===== config.mk =====
export PLATFORM = sky130hd
export DESIGN_NAME = hazard_ctrl
export DESIGN_NICKNAME = d
export VERILOG_FILES = /design/src/rtl/hazard_ctrl.sv
export SDC_FILE = /design/constraint.sdc
export NUM_CORES = 1
export LEC_CHECK = 0
export ABC_AREA = 0
export BUFFER_PORTS_ARGS = -buffer_cell sky130_fd_sc_hd__buf_2
export CORE_MARGIN = 3
export CORE_UTILIZATION = 36
export DETAILED_ROUTE_END_ITERATION = 7
export PLACE_DENSITY = 0.78
export SLEW_MARGIN = 30
export SYNTH_ARGS = -nofsm -noshare
export SYNTH_HDL_FRONTEND = slang
export SYNTH_SLANG_ARGS = --single-unit

===== constraint.sdc =====
create_clock -name clk -period 1.6 [get_ports clk]
set_input_delay 0.16 -clock clk [delete_from_list [all_inputs] [get_ports clk]]
set_output_delay 0.16 -clock clk [all_outputs]
set_load 0.02 [all_outputs]

===== src/rtl/hazard_ctrl.sv =====
// Pipeline sequencer: load-use / ID-branch stalls, cache-miss freeze, taken-redirect flush, halt drain.
// Zero-latency combinational controls; optional perf counters behind HAZARD_PERF_CNT_EN.
module hazard_ctrl #(
  parameter int DRAIN_CYCLES = 3,
  parameter int CNT_W        = 32
) (
  input  logic             clk,
  input  logic             rst_n,
  input  logic             ID_valid,
  input  logic [4:0]       ID_rs1,
  input  logic [4:0]       ID_rs2,
  input  logic             ID_use_rs1,
  input  logic             ID_use_rs2,
  input  logic             ID_is_branch,
  input  logic             ID_taken,
  input  logic             ID_halt,
  input  logic             IDEX_MemRead,
  input  logic             IDEX_RegWrite,
  input  logic [4:0]       IDEX_rd,
  input  logic             EXMEM_MemRead,
  input  logic [4:0]       EXMEM_rd,
  input  logic             ICache_stall,
  input  logic             DCache_stall,
  output logic             PC_write,
  output logic             IFID_write,
  output logic             IFID_flush,
  output logic             IDEX_flush,
  output logic             pipe_freeze,
  output logic             halted,
  output logic [CNT_W-1:0] stall_cycles,
  output logic [CNT_W-1:0] flush_count
);

  typedef enum logic [1:0] {RUN, DRAIN, HALTED} state_t;

  localparam logic [3:0] DRAIN_INIT = 4'(DRAIN_CYCLES);

  state_t     state_q, state_d;
  logic [3:0] drain_q, drain_d;
  logic       halted_q, halted_d;
  logic       match_ex, match_mem, freeze, hazard;

  assign match_ex  = (IDEX_rd != 5'd0) &&
                     ((IDEX_rd == ID_rs1 && ID_use_rs1) || (IDEX_rd == ID_rs2 && ID_use_rs2));
  assign match_mem = (EXMEM_rd != 5'd0) &&
                     ((EXMEM_rd == ID_rs1 && ID_use_rs1) || (EXMEM_rd == ID_rs2 && ID_use_rs2));
  assign freeze    = ICache_stall | DCache_stall;
  assign hazard    = ID_valid && ((IDEX_MemRead && match_ex) ||
                                  (ID_is_branch && IDEX_RegWrite && match_ex) ||
                                  (ID_is_branch && EXMEM_MemRead && match_mem));

  always_ff @(posedge clk or negedge rst_n) begin
    if (!rst_n) begin
      state_q  <= RUN;
      drain_q  <= 4'd0;
      halted_q <= 1'b0;
    end else begin
      state_q  <= state_d;
      drain_q  <= drain_d;
      halted_q <= halted_d;
    end
  end

  always_comb begin
    PC_write    = 1'b1;
    IFID_write  = 1'b1;
    IFID_flush  = 1'b0;
    IDEX_flush  = 1'b0;
    pipe_freeze = 1'b0;
    state_d     = state_q;
    drain_d     = drain_q;
    halted_d    = halted_q;
    if (freeze) begin
      // A cache miss holds everything, including the drain countdown.
      pipe_freeze = 1'b1;
      PC_write    = 1'b0;
      IFID_write  = 1'b0;
    end else begin
      case (state_q)
        HALTED: begin
          PC_write   = 1'b0;
          IFID_write = 1'b0;
          IDEX_flush = 1'b1;
        end
        DRAIN: begin
          PC_write   = 1'b0;
          IFID_write = 1'b0;
          IDEX_flush = 1'b1;
          drain_d    = drain_q - 4'd1;
          if (drain_q <= 4'd1) begin
            state_d  = HALTED;
            halted_d = 1'b1;
          end
        end
        RUN: begin
          if (hazard) begin
            PC_write   = 1'b0;
            IFID_write = 1'b0;
            IDEX_flush = 1'b1;
          end else if (ID_valid && ID_halt) begin
            PC_write   = 1'b0;
            IFID_flush = 1'b1;
            state_d    = DRAIN;
            drain_d    = DRAIN_INIT;
          end else if (ID_valid && ID_taken) begin
            IFID_flush = 1'b1;
          end
        end
        default: state_d = RUN;
      endcase
    end
    if (!rst_n) begin
      PC_write    = 1'b0;
      IFID_write  = 1'b0;
      IFID_flush  = 1'b1;
      IDEX_flush  = 1'b1;
      pipe_freeze = 1'b0;
    end
  end

  assign halted = halted_q;

`ifdef HAZARD_PERF_CNT_EN
  logic             stall_inc, flush_inc;
  logic [CNT_W-1:0] stall_q, flush_q;

  assign stall_inc = (state_q == RUN) && (freeze || hazard);
  assign flush_inc = (state_q == RUN) && !freeze && !hazard && ID_valid && !ID_halt && ID_taken;

  always_ff @(posedge clk or negedge rst_n) begin
    if (!rst_n) begin
      stall_q <= '0;
      flush_q <= '0;
    end else begin
      if (stall_inc && stall_q != '1) stall_q <= stall_q + 1'b1;
      if (flush_inc && flush_q != '1) flush_q <= flush_q + 1'b1;
    end
  end

  assign stall_cycles = stall_q;
  assign flush_count  = flush_q;
`else
  assign stall_cycles = '0;
  assign flush_count  = '0;
`endif

endmodule


### Yosys cells after proc, flatten, opt, wreduce, memory -nomap -nowiden

Index checks and enable logic that the tools add are counted.

| word-level totals | value |
|---|---|
| output and inout port bits | 70 |
| bits of input ports | 33 |
| register bits | 7 |
| word-level logic and storage cells | 71 |

| cells by class | value |
|---|---|
| reductions and logical operators | 26 |
| eq/ne operators | 9 |
| magnitude comparators | 1 |
| mux-type cells | 28 |
| bitwise gates (word level) | 3 |
| $add $sub $neg | 1 |

Operators with widths:

| cell | count |
|---|---|
| == test 5 bit | 4 |
| 2-to-1 mux 1 bit | 18 |
| logical AND 1 bit | 14 |
| nonzero test 5 bit | 2 |
| 2-to-1 mux 4 bit | 2 |
| one-hot mux 4 bit (2 select lines) | 1 |
| 2-to-1 mux 2 bit | 3 |
| inequality test 2 bit, second input constant | 3 |
| one-hot mux 1 bit (2 select lines) | 3 |
| one-hot mux 2 bit (3 select lines) | 1 |
| AND reduction 5 bit | 1 |
| <= comparator 4 x 1 -> 1 bit, second input constant | 1 |
| logical OR 1 bit | 4 |
| AND reduction 4 bit | 1 |
| subtractor 4 x 1 -> 4 bit, second input constant | 1 |
| AND reduction 3 bit | 1 |
| == test 2 x 1 -> 1 bit, second input constant | 1 |
| == test 2 bit, second input constant | 1 |
| logical NOT 2 bit | 1 |
| NOT 1 bit | 2 |
| nonzero test 2 bit | 1 |
| OR reduction 2 bit | 1 |
| bitwise OR 1 bit | 1 |

### Longest topological paths before layout

| depth | value |
|---|---|
| depth after elaboration | 12 |
| depth in mapped cells | 7 |
| gate-level depth less buffers | 7 |

### Worst setup path after synthesis

No wires, ideal clock.

| path | value |
|---|---|
| path kind | register to output |
| start | reg state_q[0] |
| end | out IFID_flush |
| setup slack | -0.124 ns |
| data arrival time | 1.564 ns |
| data required time | 1.440 ns |
| buffers on the path | 1 |
| cell stages (with the launch flop) | 6 |
| cell sequence | dfrtp_1 inv_1 ha_1 clkbuf_1 o2111ai_1 o21ai_0 |

| between the ends | value |
|---|---|
| cells in the longest elaborated chain, start to end | 4 |

RTL lines:

| item | line | text |
|---|---|---|
| from (decl) | 38 | `state_t state_q, state_d;` |
| from (signal assigned) | 58 | `state_q <= state_d;` |
| logical NOT 2 bit | 79 | `case (state_q)` |
| 2-to-1 mux 1 bit | 79 |  |
| 2-to-1 mux 1 bit | 73 | `if (freeze) begin` |
| 2-to-1 mux 1 bit | 112 | `if (!rst_n) begin` |
| to (decl) | 26 | `output logic IFID_flush,` |

Every way passes these cells.

### Final worst setup path

| path | value |
|---|---|
| start | in EXMEM_rd[2] |
| end | out IDEX_flush |

| between the ends | value |
|---|---|
| cells in the longest elaborated chain, start to end | 11 |
| elaborated cells on any way between the ends | 14 |
| classes of those cells | 2 x eq/ne; 4 x mux; 8 x reduce/logical |

RTL lines:

| item | line | text |
|---|---|---|
| from (decl) | 21 | `input logic [4:0] EXMEM_rd,` |
| == test 5 bit | 46 | `((EXMEM_rd == ID_rs1 && ID_use_rs1) \|\| (EXMEM_rd == ID_rs2 && ID_use_rs2));` |
| logical AND 1 bit | 46 |  |
| logical OR 1 bit | 46 |  |
| logical AND 1 bit * | 45 | `assign match_mem = (EXMEM_rd != 5'd0) &&` |
| logical AND 1 bit * | 50 | `(ID_is_branch && EXMEM_MemRead && match_mem));` |
| logical OR 1 bit * | 49 | `(ID_is_branch && IDEX_RegWrite && match_ex) \|\|` |
| logical AND 1 bit * | 48 | `assign hazard = ID_valid && ((IDEX_MemRead && match_ex) \|\|` |
| 2-to-1 mux 1 bit * | 96 | `if (hazard) begin` |
| one-hot mux 1 bit (2 select lines) * | 79 |  |
| 2-to-1 mux 1 bit * | 73 |  |
| 2-to-1 mux 1 bit * | 112 |  |
| to (decl) | 27 | `output logic IDEX_flush,` |

Every way passes the cells marked *; elsewhere a longest branch is shown, timed or not.

==> impl_results.md <==
* Final setup margin at -0.294 ns
* Hold Crit Class: in2reg
* Worst Setup Path Type: in2out
* Avg Cell Area, Syn at 7.79 sq um
* Syn-to-layout area delta at 19.1%
* Most Frequent Cell on Critical Path: buf_6
* Hold depth at 3
* MaxCap Viol Count at 0
* Vias at 1,115
* Total Die Area at 0.00435 sq mm
* Worst setup SP type: input pin
* Synth top area share at 37.1%
* Outcome: complete, but fails checks
* Cell Pwr Density at 432 mW/mm^2
* Ys Warns at 0
* Critical path's largest stage delay at 0.37 ns
* Peak VDD IR at 0.362 mV
* Crit end category: output port
* Cells along the critical path: buf_6 > or3_1 > o311a_1 > a22o_4 > and3_4 > o31a_1 > buf_6
* Setup Skew at 0.000893 ns
* Synth area leader: buf_4
* Cts bufs inserted at 3
* Width of the die at 65.9 um
* Tot GR Track Use at 12.2%
* Row cnt at 21
* Share of cells above drive strength 1 at 32.4%
* Post-Syn Area at 0.00129 sq mm
* Final period utilization at 118%
* # IOs at 103
* Clock sink total at 7
* # fillers at 351
* Crit path max-delay family: compound AO/OA/AOI/OAI gates
* Worst skew pair latency at 0.25 ns
* Clock transition at the registers of the reported paths at 0.05 ns
* Slowest-stage cell, CP: or3_1
* Worst Reg2Reg Path Length in Cells at 7
* Hold Slack at 0.348 ns
* Mapped Cells at 166
* DRC at 0
* Worst EP arrival at 1.73 ns
* DR vias/cell at 4.21
* Violated checks: negative setup slack
* CP required at 1.44 ns
* Minimum clock period at 1.89 ns
* CP Buf/Inv Count at 2
* DRT Wirelength at 2.95 mm
* Fmax at 528 MHz
* Non-filler instance count after layout at 265
* Nets at 259
* Final hold violations at 0
* CORE AREA at 0.00339 sq mm
* Vias in the first global route at 978
* First-pass GRT wire length at 4.27 mm
* Bufs on Longest Clock Path at 2
* Sequential share of the synthesized area at 13.5%
* LEAKAGE at 0.804 nW
* Area contributors post-synth: buf_4, dfrtp_1, xnor2_1
* Routed Antenna Nets at 0
* Placed wire-length estimate at 2.30 mm
* Iter 0 DRT Violations at 31
* Die Ht at 65.9 um
* DR WL/cell at 11.1 um
* Synth unique cells at 32
* Initial core utilization at 38.2%
* DR pass1 iterations at 4
* Largest net degree at the start of global routing at 9
* TNS Setup at -1.40 ns
* Placed Cells incl. Taps at 255
* GPL Wtd Cong at 0.835
* Total power at 0.666 mW
* Number of antenna violations at the first check in global routing at 0
* Worst path depth at 7
* CTS tree: built
* Slew Limit Fails at 0
* Final setup fails at 10
* IO Port Bufs at 38
* Gr ovfl total at 0
* H-tree level count at 1
* Synth Register Bits at 7
* ANT cells at 0
* Root buffer cell: clkbuf_4
* Crit-path max FO at 3
* RSZ-0062 raised after global routing: true
[layout by cell type (no fill, tap or decap), types with 2 or more instances in the layout]
cell	count
clkbuf_4	3
nand4_1	4
o21ai_0	2
o22ai_1	2
nor2_1	7
buf_6	5
buf_2	33
nor2_4	2
buf_4	13
o22a_1	3
inv_1	6
nand2_1	7
ha_1	5
dfrtp_1	7
conb_1	64
a21oi_1	5
xnor2_1	20
nor3_1	3
mux2i_1	2
[synth_stat cells]
cell type	n
buf_4	64
xnor2_1	20
nor2_1	10
dfrtp_1	7
inv_1	7
nand2_1	7
a21oi_1	6
ha_1	6
nand4_1	4
nor3_1	4
o21ai_0	4
o22a_1	3
o22ai_1	3
clkbuf_1	2
mux2i_1	2
a211oi_1	1
a21oi_2	1
a221o_2	1
a22o_2	1
a31o_2	1
a31oi_1	1
and3_1	1
conb_1	1
nand2b_1	1
nand3_1	1
nor4_1	1
o2111ai_1	1
o211a_1	1
o311a_1	1
o31a_1	1
or2_2	1
or3_1	1
[stage by stage]
stage | worst slack [ns] | cell area [sq um] | util [%]
floorplan | -0.100 | 1540 | -
global placement | -0.323 | 1360 | 40.2
detailed placement | -0.341 | 1360 | 40.2
CTS | -0.323 | 1460 | 43.1
global route | -0.340 | 1540 | 45.4
finish | -0.294 | 1540 | 45.4
[flip-flops by register name, summed over array words and instances, names as in the netlist]
name and flops:
state_q 2, drain_q 4, halted 1
[worst min-delay path: stages]
cell and delay, ns:
buf_2 0.08, nor2_1 0.08, a31o_2 0.24
[cell type report]
| type | instances | area, sq um | share of cell area, % |
|---|---|---|---|
| flip-flops and latches | 7 | 175 | 11.4 |
| inverters | 7 | 26.3 | 1.71 |
| repair buffers | 52 | 329 | 21.4 |
| clock buffers | 4 | 26.3 | 1.71 |
| well taps | 46 | 57.6 | 3.74 |
| multi-input cells | 149 | 926 | 60.1 |
[cells by family (layout without fill, tap and decap cells)]
family	Yosys count	count (layout)	synth area share (%)
xor gates and xnor gates	20	20	13.5
AOI/OAI and AO/OA	26	26	14.3
other	1	64	0.290
adders and majority gates	6	6	5.80
muxes	2	2	1.55
and+or+nand+nor	31	31	11.2
buffers and inverters	73	63	39.7
DFF	7	7	13.5
[final timing paths]
kind	from	endpoint	slack [ns]
max	EXMEM_rd[2]	IDEX_flush	-0.29
min reg2reg	halted$_DFFE_PN0P_	halted$_DFFE_PN0P_	0.46
max in group asynchronous	rst_n	state_q[1]$_DFFE_PN0P_	0.87
min	ICache_stall	halted$_DFFE_PN0P_	0.35
min in group asynchronous	rst_n	drain_q[1]$_DFFE_PN0P_	0.48
max reg2reg	state_q[1]$_DFFE_PN0P_	drain_q[3]$_DFFE_PN0P_	0.05
[power by group]
group | internal (mW) | total, mW | switching (mW)
combinational | 0.101 | 0.329 | 0.228
clock | 0.0951 | 0.160 | 0.0648
sequential | 0.177 | 0.177 | 0
[metal layers]
layer / vias up / share of wire, % / GRT usage [%]
met5: - / 0 / 0
met4: 0 / 1.1 / 3.81
met3: 4 / 8.4 / 2.38
met2: 59 / 56 / 22.5
met1: 519 / 35 / 13.9
li1: 533 / - / -
[repair_timing]
| action | 4_1_cts | 5_1_grt |
|---|---|---|
| gates resized for setup | 12 | 13 |
| cloned | 0 | 0 |
| buffers inserted | 2 | 4 |
| pin swaps | 8 | 7 |
| endpoints found under the hold margin | 7 | 0 |
| endpoints found under the setup margin | 5 | 10 |
| hold buffers | 1 | 0 |
Note: power is estimated with default switching activity, not from simulation.
